File: config.mk
export PLATFORM = sky130hd
export DESIGN_NAME = hazard_controller
export DESIGN_NICKNAME = d
export VERILOG_FILES = /design/src/rtl/core_pkg.sv /design/src/rtl/hazard_scoreboard.sv /design/src/rtl/hazard_controller.sv
export SDC_FILE = /design/constraint.sdc
export NUM_CORES = 1
export LEC_CHECK = 0
export ABC_AREA = 0
export CAP_MARGIN = 20
export CELL_PAD_IN_SITES_DETAIL_PLACEMENT = 0
export CELL_PAD_IN_SITES_GLOBAL_PLACEMENT = 1
export CORE_MARGIN = 1.5
export CORE_UTILIZATION = 36
export DETAILED_ROUTE_END_ITERATION = 7
export PLACE_DENSITY = 0.81
export SYNTH_ARGS = -nofsm -noshare
export SYNTH_HDL_FRONTEND = slang
export SYNTH_HIERARCHICAL = 1
export SYNTH_SLANG_ARGS = --single-unit
File: constraint.sdc
create_clock -name clk -period 5.45 [get_ports clk]
set_input_delay 1.635 -clock clk [delete_from_list [all_inputs] [get_ports clk]]
set_output_delay 1.635 -clock clk [all_outputs]
set_load 0.01 [all_outputs]
File: src/rtl/core_pkg.sv
`default_nettype none
// +------------------------------------------------------------------+
// | core_pkg: shared constants and types for the hazard controller   |
// | Revision: 1.0                                                    |
// +------------------------------------------------------------------+
package core_pkg;

  localparam int REG_AW = 3;

  localparam logic [1:0] ST_RUN    = 2'd0;
  localparam logic [1:0] ST_STALL1 = 2'd1;
  localparam logic [1:0] ST_STALL2 = 2'd2;

  localparam logic CMP_SEL_RF  = 1'b1;
  localparam logic CMP_SEL_FWD = 1'b0;

  typedef struct packed {
    logic              valid;
    logic [REG_AW-1:0] rd;
    logic              regwrite;
    logic              memread;
  } sb_entry_t;

endpackage
`default_nettype wire

File: src/rtl/hazard_scoreboard.sv
`default_nettype none
// +------------------------------------------------------------------+
// | hazard_scoreboard: EX/MEM shadow destination tracking + matching |
// | Revision: 1.0                                                    |
// +------------------------------------------------------------------+
module hazard_scoreboard
  import core_pkg::*;
#(
  parameter bit ZERO_HARDWIRED = 1'b1
) (
  input  logic              clk,
  input  logic              reset,
  input  logic              advance,
  input  logic              bubble,
  input  logic [REG_AW-1:0] id_rs1,
  input  logic [REG_AW-1:0] id_rs2,
  input  logic              id_use_rs1,
  input  logic              id_use_rs2,
  input  logic [REG_AW-1:0] id_rd,
  input  logic              id_regwrite,
  input  logic              id_memread,
  output logic [1:0]        ex_hit,
  output logic [1:0]        mem_hit,
  output logic              ex_load,
  output logic              mem_load
);

  sb_entry_t ex_q, ex_d;
  sb_entry_t mem_q, mem_d;

  function automatic logic src_hit(input logic en, input logic [REG_AW-1:0] src,
                                   input sb_entry_t e);
    return en && e.valid && e.regwrite && (src == e.rd) &&
           !(ZERO_HARDWIRED && (src == '0));
  endfunction

  always_comb begin
    ex_d  = ex_q;
    mem_d = mem_q;
    if (advance) begin
      mem_d = ex_q;
      ex_d  = '0;
      if (!bubble) begin
        ex_d.valid    = 1'b1;
        ex_d.rd       = id_rd;
        ex_d.regwrite = id_regwrite;
        ex_d.memread  = id_memread;
      end
    end
  end

  always_ff @(posedge clk or negedge reset) begin
    if (!reset) begin
      ex_q  <= '0;
      mem_q <= '0;
    end else begin
      ex_q  <= ex_d;
      mem_q <= mem_d;
    end
  end

  // bit 0 tracks rs1, bit 1 tracks rs2
  always_comb begin
    ex_hit[0]  = src_hit(id_use_rs1, id_rs1, ex_q);
    ex_hit[1]  = src_hit(id_use_rs2, id_rs2, ex_q);
    mem_hit[0] = src_hit(id_use_rs1, id_rs1, mem_q);
    mem_hit[1] = src_hit(id_use_rs2, id_rs2, mem_q);
    ex_load    = ex_q.memread;
    mem_load   = mem_q.memread;
  end

endmodule
`default_nettype wire

File: src/rtl/hazard_controller.sv
`default_nettype none
// +------------------------------------------------------------------+
// | hazard_controller: stall FSM, flush and decode-compare forwarding |
// | Revision: 1.0                                                    |
// +------------------------------------------------------------------+
module hazard_controller #(
  parameter int REG_AW         = 3,
  parameter bit ZERO_HARDWIRED = 1'b1
) (
  input  logic              clk,
  input  logic              reset,
  input  logic [REG_AW-1:0] id_rs1,
  input  logic [REG_AW-1:0] id_rs2,
  input  logic              id_use_rs1,
  input  logic              id_use_rs2,
  input  logic              id_is_branch,
  input  logic [REG_AW-1:0] id_rd,
  input  logic              id_regwrite,
  input  logic              id_memread,
  input  logic              id_jump,
  input  logic              mem_busy,
  output logic              pc_write,
  output logic              ifid_write,
  output logic              ifid_flush,
  output logic              idex_bubble,
  output logic              exmem_hold,
  output logic              cmp_sel1,
  output logic              cmp_sel2,
  output logic [1:0]        stall_state
);
  import core_pkg::*;

  logic [1:0] state_q, state_d;
  logic [1:0] stall_req;
  logic [1:0] eff_state;
  logic       stalled;
  logic [1:0] ex_hit, mem_hit;
  logic       ex_load, mem_load;

  hazard_scoreboard #(
    .ZERO_HARDWIRED (ZERO_HARDWIRED)
  ) u_scoreboard (
    .clk         (clk),
    .reset       (reset),
    .advance     (!mem_busy),
    .bubble      (stalled),
    .id_rs1      (id_rs1),
    .id_rs2      (id_rs2),
    .id_use_rs1  (id_use_rs1),
    .id_use_rs2  (id_use_rs2),
    .id_rd       (id_rd),
    .id_regwrite (id_regwrite),
    .id_memread  (id_memread),
    .ex_hit      (ex_hit),
    .mem_hit     (mem_hit),
    .ex_load     (ex_load),
    .mem_load    (mem_load)
  );

  // Requirement is the total number of stall cycles, counting the current one.
  always_comb begin
    stall_req = ST_RUN;
    if (ex_load && (|ex_hit)) begin
      stall_req = id_is_branch ? ST_STALL2 : ST_STALL1;
    end else if (id_is_branch && ((|ex_hit) || (mem_load && (|mem_hit)))) begin
      stall_req = ST_STALL1;
    end
  end

  // A detected stall is entered in the detecting cycle; the register holds the remainder.
  always_comb begin
    eff_state = (state_q != ST_RUN) ? state_q : stall_req;
    stalled   = (eff_state != ST_RUN);
    state_d   = state_q;
    if (!mem_busy) begin
      state_d = (eff_state == ST_STALL2) ? ST_STALL1 : ST_RUN;
    end
  end

  always_ff @(posedge clk or negedge reset) begin
    if (!reset) begin
      state_q <= ST_RUN;
    end else begin
      state_q <= state_d;
    end
  end

  always_comb begin
    pc_write    = 1'b1;
    ifid_write  = 1'b1;
    ifid_flush  = 1'b0;
    idex_bubble = 1'b0;
    exmem_hold  = 1'b0;
    if (mem_busy) begin
      pc_write   = 1'b0;
      ifid_write = 1'b0;
      exmem_hold = 1'b1;
    end else if (stalled) begin
      pc_write    = 1'b0;
      ifid_write  = 1'b0;
      idex_bubble = 1'b1;
    end else begin
      ifid_flush = id_jump;
    end
    cmp_sel1    = (id_is_branch && mem_hit[0] && !mem_load) ? CMP_SEL_FWD : CMP_SEL_RF;
    cmp_sel2    = (id_is_branch && mem_hit[1] && !mem_load) ? CMP_SEL_FWD : CMP_SEL_RF;
    stall_state = eff_state;
  end

endmodule
`default_nettype wire

; After elaboration in Yosys (flattened, before gate mapping)
; Cells that the tools add are included.
[op_classes]
eq_ne = 5
n_reduce_logical = 33
n_mux = 15
[ops]
columns = op, count
row1 = $logic_and 1x1->1, 23
row2 = $eq 3x3->1, 4
row3 = $mux 1, 11
row4 = $logic_not 3->1, 2
row5 = $mux 2, 3
row6 = $mux 6, 1
row7 = $reduce_bool 2->1, 2
row8 = $reduce_or 2->1, 2
row9 = $logic_not 1->1, 3
row10 = $eq 2x2->1 const B, 1
row11 = $logic_or 1x1->1, 1
[totals]
wordCells = 62
regBits = 14
out_inout_bits = 9
in_bits = 18

; Longest topological paths before layout
; Gate-level depths: netlist (run 1).
[depth]
word_depth = 14
ltp_mapped = 8
mapped_depth_nobuf = 7

; Hierarchy
; Netlist (run 1), hierarchy kept.
[by_module_without_submodules]
columns = mod, n_inst, area_each_um2, seq_area_each_um2, cells_each
row1 = hazard_scoreboard, 1, 710.7, 300.3, 70
row2 = hazard_controller, 1, 160.2, 25.0, 18

; Worst setup path before layout (run 1)
; No wires, ideal clock.
[synth_path]
path_type = input to output
start = input id_rs2[1]
end = output stall_state[0]
path_buffers = 0
path_stages = 6
arrival_time_ns = 3.099
path_slack_ns = 0.716
t_required_ns = 3.815
path_cell_list = or3b_1 a211o_1 a21oi_1 o21ai_2 nor3b_2 and2b_1
[synth_between]
word_cells_on_any_way = 17
classes_between = eq/ne (2) / mux (3) / reduce/logical (12)
[synth_rtl]
columns = element, line
row1 = start: declaration, hazard_controller.sv:13  ; input logic [REG_AW-1:0] id_rs2,
row2 = $eq 3x3->1 / $logic_not 3->1 (equally long branches), "hazard_scoreboard.sv:33, hazard_scoreboard.sv:34"
row3 = $logic_and 1x1->1 / $logic_not 1->1 (equally long branches), "hazard_scoreboard.sv:33, hazard_scoreboard.sv:34"
row4 = $logic_and 1x1->1 *, hazard_scoreboard.sv:33  ; return en && e.valid && e.regwrite && (src == e.rd) &&
row5 = via ex_hit[1], hazard_controller.sv:37  ; logic [1:0] ex_hit, mem_hit;
row6 = $reduce_or 2->1 *, "hazard_controller.sv:63, hazard_controller.sv:65"
row7 = $logic_or 1x1->1, hazard_controller.sv:65  ; end else if (id_is_branch && ((|ex_hit) || (mem_load && (|mem_hit)))) begin
row8 = $logic_and 1x1->1, hazard_controller.sv:65
row9 = $mux 1, hazard_controller.sv:65
row10 = $mux 2 *, hazard_controller.sv:63  ; if (ex_load && (|ex_hit)) begin
row11 = $mux 2 *, hazard_controller.sv:72  ; eff_state = (state_q != ST_RUN) ? state_q : stall_req;
row12 = end: declaration, hazard_controller.sv:29  ; output logic [1:0] stall_state
; The timed path passes the listed nets; every way through them passes the cells marked *.

; Final worst setup path (run 1)
[layout_path]
start = input id_rs1[0]
end = output pc_write
[layout_between]
word_cells_on_any_way = 20
classes_between = eq/ne (2) / mux (5) / reduce/logical (13)
[layout_rtl]
columns = element, line
row1 = start: declaration, hazard_controller.sv:12  ; input logic [REG_AW-1:0] id_rs1,
row2 = $eq 3x3->1 / $logic_not 3->1 (equally long branches), "hazard_scoreboard.sv:33, hazard_scoreboard.sv:34"
row3 = $logic_and 1x1->1 / $logic_not 1->1 (equally long branches), "hazard_scoreboard.sv:33, hazard_scoreboard.sv:34"
row4 = $logic_and 1x1->1 *, hazard_scoreboard.sv:33
row5 = via ex_hit[0], hazard_controller.sv:37
row6 = $reduce_or 2->1 *, "hazard_controller.sv:63, hazard_controller.sv:65"
row7 = $logic_or 1x1->1, hazard_controller.sv:65
row8 = $logic_and 1x1->1, hazard_controller.sv:65
row9 = $mux 1, hazard_controller.sv:65
row10 = $mux 2 *, hazard_controller.sv:63
row11 = $mux 2 *, hazard_controller.sv:72
row12 = $reduce_bool 2->1 *, hazard_controller.sv:73  ; stalled = (eff_state != ST_RUN);
row13 = via stalled, hazard_controller.sv:36  ; logic stalled;
row14 = $mux 1 *, hazard_controller.sv:98  ; end else if (stalled) begin
row15 = $mux 1 *, hazard_controller.sv:94  ; if (mem_busy) begin
row16 = end: declaration, hazard_controller.sv:22  ; output logic pc_write,
; Marked as above.

==> out/metrics.yaml, run 1 <==
synth_top_area_share_pct: 37.4
rsz0062_at_grt: "false"
synthTopCellsByCount: "dfrtp_1 (13), xnor2_1 (8), inv_1 (7), mux2_2 (7), nand2_1 (6)"
n_antenna_cell: 0
floorplan.rows: 17
wl_um: 1790
synth_cell_types: 27
syn_nets: 106
worst_pin_slew_ps: 545
drive_above_1_share_pct: 24.8
syn_inst: 88
final_util_pct: 55.4
crit_fanout: 3
grt_max_degree: 19
period_share_pct: 98.6
setup_tns_ps: 0
io_buffers: 26
place_inst: 148
cts.path.max_buffers: 2
antenna_found_initial: 0
ant_nets: 0
ys_seq_elements: 13
grt_pass1_wl_um: 2870
syn_avg_cell_area_sq_um: 9.90
nets: 144
cts_tree: "done"
finalSetupViolCount: 0
synth_area_sq_um: 871
numCtsBuffers: 3
area_growth_pct: 43.4
stdcell_count: 153
wl_per_cell_um: 11.7
maxCapViolCount: 0
overflow: 0
worst_slack_ps: 78.3
pin_count: 27
globalRouteTotalUtil_pct: 14.2
hp-start: "u_scoreboard/mem_q[5]"
drt_first_pass_iters: 4
critPathLaunchType: "input pin"
ys_top_cells_by_area: "dfrtp_1 (37%), mux2_2 (9.1%), xnor2_1 (8.0%)"
critical_path_class: "in -> out"
status: "complete, no violations"
clock_latency_ps: 260
dpl.hpwl_um: 1410
synth-edff-count: 0
required_ps: 3820
peakVddDrop_mv: 0.128
yosysWarnings: 6
core_area_sq_um: 2250
grt_pass1_vias: 732
htreeDepth: 1
min_period_ps: 5370
timing.rr.start: "u_scoreboard/ex_q[4]"
hold_path.class: "reg -> reg"
fmax_ghz: 0.186
die_y_um: 52.2
slew_headroom_pct: 63.5
endpoint_kind: "primary output"
die_width_um: 52.2
cts_sinks: 13
ys.flop_type: "dfrtp_1"
synth.most_common_cell: "dfrtp_1"
via_per_inst: 4.88
gp_congestion: 0.838
timing.hold.ws_ps: 547
cp.arrival_ps: 3740
ys_seq_area_share_pct: 37.4
drt_iter0_markers: 8
startpoint: "id_rs1[0]"
path_clk_slew_ps: 70
p_leak_nw: 0.516
async_flop_share_pct: 100
dieArea_sq_um: 2720
skew_ps: 0.752
preCtsSetupSlack_ps: -196
cts_root_buf: "clkbuf_4"
start_util_pct: 38.6
hold_violations: 0
p_per_area_nw_per_um2: 194
routed-via-count: 747
drv_slew: 0
yosys.area.top_type: "dfrtp_1"
drc: 0
==> metal layers <==
metal	GRT usage, %	up-vias	part of all wire [%]
met5	0	-	0
met4	7.69	0	0.67
met3	0.857	2	3.2
met2	25.7	13	52
met1	16.6	349	44
li1	-	383	-
==> worst max-delay path, stage by stage <==
cell and delay [ps]:
clkdlybuf4s50_1 470, or3b_1 360, a211o_1 280, a21oi_2 150, buf_4 130, nor3_2 40
a22oi_4 200, buf_4 150, nor2_1 40, dlygate4sd2_1 280
==> power by group <==
part           leakage, nW  switching (W)  internal (W)  total (W)
sequential           0.154      0.0000140      0.000107   0.000121
combinational        0.347      0.0000257     0.0000406  0.0000663
clock               0.0150      0.0000268     0.0000283  0.0000551
==> registers in the layout, indices dropped and copies added (netlist names) <==
signal                 cells
u_scoreboard/ex_q          5
u_scoreboard/mem_q         5
state_q                    1
u_scoreboard/ex_load       1
u_scoreboard/mem_load      1
==> stage by stage <==
step	instance area, sq um	power, W
after floorplan	871	0.000158
after global placement	1210	0.000188
after detailed placement	1210	0.000190
after CTS	1240	0.000246
after global routing	1250	0.000258
final	1250	0.000242
==> final timing paths <==
kind | to | slack, ps | cells past startpoint
setup / recovery | pc_write | 80 | 10
hold / removal | u_scoreboard/mem_q[5] | 550 | 1
setup reg to reg | u_scoreboard/ex_q[3] | 3190 | 10
hold reg to reg | u_scoreboard/mem_q[5] | 550 | 1
max in group asynchronous | u_scoreboard/ex_q[5] | 3370 | 1
min in group asynchronous | u_scoreboard/ex_q[2] | 1720 | 1
==> timing repair <==
action                     4_1_cts  5_1_grt
hold buffers                     0        0
pin swaps                        1        2
setup buffers                    0        1
hold endpoints to repair         0        0
gates resized for setup          8        1
setup endpoints to repair        6        4
==> kinds of logic (layout without fill, tap and decap cells) <==
kind of cell,Yosys count,in the layout,synth area share (%)
AND/OR/NAND/NOR,31,31,23.3
AO/OA/AOI/OAI,16,16,14.1
flip-flops,13,13,37.4
buffers and inverters,12,49,7.04
XOR/XNOR,8,8,8.05
multiplexers,8,8,10.2
==> final cells by class <==
| type | count | area (sq um) |
|---|---|---|
| clock buffers | 4 | 26.3 |
| fillers | 221 | 1010 |
| inverters | 7 | 26.3 |
| multi-input cells | 63 | 492 |
| flip-flops and latches | 13 | 325 |
| well taps | 28 | 35.0 |
| repair buffers | 38 | 344 |
==> layout by cell type (no fill, tap or decap) <==
cell             instances
a211o_1                  4
and2b_1                  1
buf_4                   12
inv_1                    7
nand3b_1                 5
o21ai_0                  5
o21ai_2                  1
a21oi_2                  4
nand4_1                  4
clkdlybuf4s15_1          1
and2_1                   1
nand2_1                  6
a22oi_4                  1
o21ai_1                  1
dfrtp_1                 13
mux2i_1                  1
nor3b_2                  2
mux2_2                   7
clkbuf_1                 1
nor2_1                   2
or3b_1                   4
xnor2_1                  8
nand3_1                  4
clkbuf_4                 3
nor3_2                   1
nor2b_1                  1
dlygate4sd2_1            5
clkdlybuf4s50_1         20
No activity file was read; power rests on OpenSTA's default activity.
==> run 2: changes to the inputs <==
--- a/config.mk
+++ b/config.mk
@@ -10,9 +10,9 @@
 export CELL_PAD_IN_SITES_DETAIL_PLACEMENT = 0
 export CELL_PAD_IN_SITES_GLOBAL_PLACEMENT = 1
 export CORE_MARGIN = 1.5
-export CORE_UTILIZATION = 36
+export CORE_UTILIZATION = 34
 export DETAILED_ROUTE_END_ITERATION = 7
-export PLACE_DENSITY = 0.81
+export PLACE_DENSITY = 0.77
 export SYNTH_ARGS = -nofsm -noshare
 export SYNTH_HDL_FRONTEND = slang
 export SYNTH_HIERARCHICAL = 1
==> constraint.sdc (replaced) <==
create_clock -name clk -period 5.3 [get_ports clk]
set_input_delay 1.59 -clock clk [delete_from_list [all_inputs] [get_ports clk]]
set_output_delay 1.59 -clock clk [all_outputs]
set_load 0.01 [all_outputs]
==> run 2 against run 1 <==
Worst setup slack got worse by 35 ps. Critical path depth shrank 1. First-iteration DRC count is 63% lower. Largest cell class unchanged. Largest power group unchanged. Highest routed layer unchanged.
==> out/metrics.yaml, run 2 (same netlist as run 1, synthesis figures left out) <==
overflow: 0  # unchanged
globalRouteTotalUtil_pct: 14.5  # was 14.2%
setup_tns_ps: 0  # unchanged
pin_count: 27  # unchanged
rsz0062_at_grt: "true"  # was false
p_per_area_nw_per_um2: 199  # was 194 nW/um^2
routed-via-count: 762  # was 747
cp_slowest_cell: "clkdlybuf4s50_1"  # unchanged
drc: 0  # unchanged
seq_power_share_pct: 49.7  # was 49.9%
p_switching_w: 0.0000701  # was 0.0000665 W
place_inst: 150  # was 148
antenna_found_initial: 0  # unchanged
fillCellCount: 245  # was 221
finalInstanceArea_sq_um: 1260  # was 1250 sq um
fmax_ghz: 0.190
placed_area_sq_um: 1220  # was 1210 sq um
r2r-end: "u_scoreboard/ex_q[2]"  # was u_scoreboard/ex_q[3]
reg2reg_slack_ps: 3130  # was 3190 ps
stdcell_count: 156  # was 153
p_leak_nw: 0.516  # about the same
min_period_ps: 5260
ant_nets: 0  # unchanged
required_ps: 3710  # was 3820 ps
whs_path_depth: 1  # unchanged
io_buffers: 26  # unchanged
slew_headroom_pct: 64.3  # was 63.5%
dieArea_sq_um: 2870  # was 2720 sq um
path_delay_family: "buffers and inverters"  # unchanged
grt_max_degree: 19  # unchanged
peakVddDrop_mv: 0.172  # was 0.128 mV
period_share_pct: 99.2
hold_violations: 0  # unchanged
floorplan.rows: 18  # was 17
critical_path_class: "in -> out"  # unchanged
cts.hold.buffers_added: 0  # unchanged
cp_num_buf_inv: 3  # was 4
grt_pass1_wl_um: 2950  # was 2870 um
finalSetupViolCount: 0  # unchanged
timing.rr.start: "u_scoreboard/ex_q[4]"  # unchanged
cts.path.max_buffers: 2  # unchanged
maxCapViolCount: 0  # unchanged
cts_root_buf: "clkbuf_4"  # unchanged
comb_power_share_pct: 27.1  # was 27.4%
clockPowerShare_pct: 23.2  # was 22.7%
htreeDepth: 1  # unchanged
drt_first_pass_iters: 4  # unchanged
gp_congestion: 0.864  # was 0.838
cts_tree: "done"  # unchanged
final_common_cell: "clkdlybuf4s50_1"  # unchanged
wl_per_cell_um: 11.5  # was 11.7 um
cellInternalPower_w: 0.000181  # was 0.000176 W
clock_latency_ps: 270  # was 260 ps
multi_input_area_sq_um: 492  # unchanged
drt_iter0_markers: 3  # was 8
drive_above_1_share_pct: 27.0  # was 24.8%
area_growth_pct: 44.4  # was 43.4%
crit_fanout: 4  # was 3
path_clk_slew_ps: 70  # about the same
nets: 145  # was 144
endpoint_kind: "primary output"  # unchanged
swShare_pct: 28.0  # was 27.5%
die_y_um: 53.6  # was 52.2 um
final_cell_mix: "clkdlybuf4s50_1 (19), dfrtp_1 (13), buf_4 (12), xnor2_1 (8)"  # was clkdlybuf4s50_1 (20), dfrtp_1 (13), buf_4 (12), xnor2_1 (8)
cts_sinks: 13  # unchanged
crit_chain: "clkdlybuf4s50_1 > or3b_1 > a211o_1 > a21oi_2 > o21ai_1 > a22oi_4 > buf_6 > nor2_1 > dlygate4sd2_1"  # was clkdlybuf4s50_1 > or3b_1 > a211o_1 > a21oi_2 > buf_4 > nor3_2 > a22oi_4 > buf_4 > nor2_1 > dlygate4sd2_1
critPathLaunchType: "input pin"  # unchanged
wl_um: 1790  # about the same
grt_pass1_vias: 677  # was 732
core_area_sq_um: 2450  # was 2250 sq um
reg2regPathDepth: 10  # unchanged
layout.area.seq_sq_um: 325  # unchanged
top_regs: "u_scoreboard/ex_q: 5 flops, u_scoreboard/mem_q: 5 flops"  # unchanged
start_util_pct: 35.5  # was 38.6%
skew_ps: 0.608  # was 0.752 ps
hp-start: "u_scoreboard/mem_load"  # was u_scoreboard/mem_q[5]
n_antenna_cell: 0  # unchanged
hold_path_end: "u_scoreboard/mem_load"  # was u_scoreboard/mem_q[5]
critPathMaxStageDelay_ps: 510  # was 470 ps
totalPowerFinal_w: 0.000251  # was 0.000242 W
hold_path.class: "reg -> reg"  # unchanged
status: "complete, no violations"  # unchanged
worst_pin_slew_ps: 534  # was 545 ps
cp.arrival_ps: 3670  # was 3740 ps
die_width_um: 53.6  # was 52.2 um
drv_slew: 0  # unchanged
dpl.hpwl_um: 1390  # was 1410 um
via_per_inst: 4.88  # about the same
numCtsBuffers: 3  # unchanged
==> run 2: cell types whose count changed in the layout (fill, tap and decap cells not counted) <==
cell	delta
buf_6	+1
clkbuf_2	+2
clkdlybuf4s50_1	-1
dlymetal6s2s_1	+1
dlygate4sd2_1	-2
==> run 2: worst max-delay path by stage <==
| stage | slack, ps | cells past startpoint | from | endpoint |
|---|---|---|---|---|
| 4_1_cts | -10 | 9 | id_rs1[0] | stall_state[0] |
| 6_report | 40 | 9 | id_rs1[2] | ifid_write |
| 2_1_floorplan | 660 | 6 | id_rs2[1] | stall_state[0] |
| 5_1_grt | -60 | 9 | id_rs1[2] | pc_write |
| 3_5_place_dp | -240 | 8 | id_rs2[2] | stall_state[0] |
| 3_3_place_gp | -240 | 8 | id_rs2[2] | stall_state[0] |
==> run 2: per-stage QoR <==
step                      hold slack (ps)  util (%)  setup slack (ps)
after floorplan                       500         -               656
after global placement                525      49.5              -237
after detailed placement              540      49.5              -244
after CTS                             559      50.6             -11.7
after global routing                  578      51.2             -58.3
final                                 548      51.2              43.1
==> run 2: what timing repair did <==
action,4_1_cts,5_1_grt
pin swaps,4,3
setup endpoints to repair,6,4
gates resized for setup,8,7
setup buffers,0,2
==> run 2: area by class of cell <==
cell class | count | area share, %
Multi-Input combinational cell | 63 | 39.1
Timing Repair Buffer | 39 | 27.9
Sequential cell | 13 | 25.9
Tap cell | 30 | 2.99
Clock buffer | 4 | 2.09
Inverter | 7 | 2.09
==> run 2: power by group through the flow <==
stage	Combinational, W	Clock [W]	Sequential, W
detailed placement	0.0000688	0	0.000126
CTS	0.0000683	0.0000612	0.000125
global route	0.0000757	0.0000650	0.000127
finish	0.0000679	0.0000582	0.000125
global placement	0.0000678	0	0.000126
floorplan	0.0000426	0	0.000120
==> run 2: metal layers <==
layer,track usage [%],part of all wire (%)
met5,0,0
met4,9.83,2.2
met3,1.94,3.2
met2,22.4,48
met1,18.9,47
==> run 2: worst register-to-register path: stages, from the launching register on <==
cell and delay [ps]:
dfrtp_1 460, or3b_1 400, a211o_1 280, a21oi_2 120, buf_4 130, nor3_2 40
a22oi_4 210, buf_6 130, buf_4 120, nand3b_1 100, o21ai_0 80
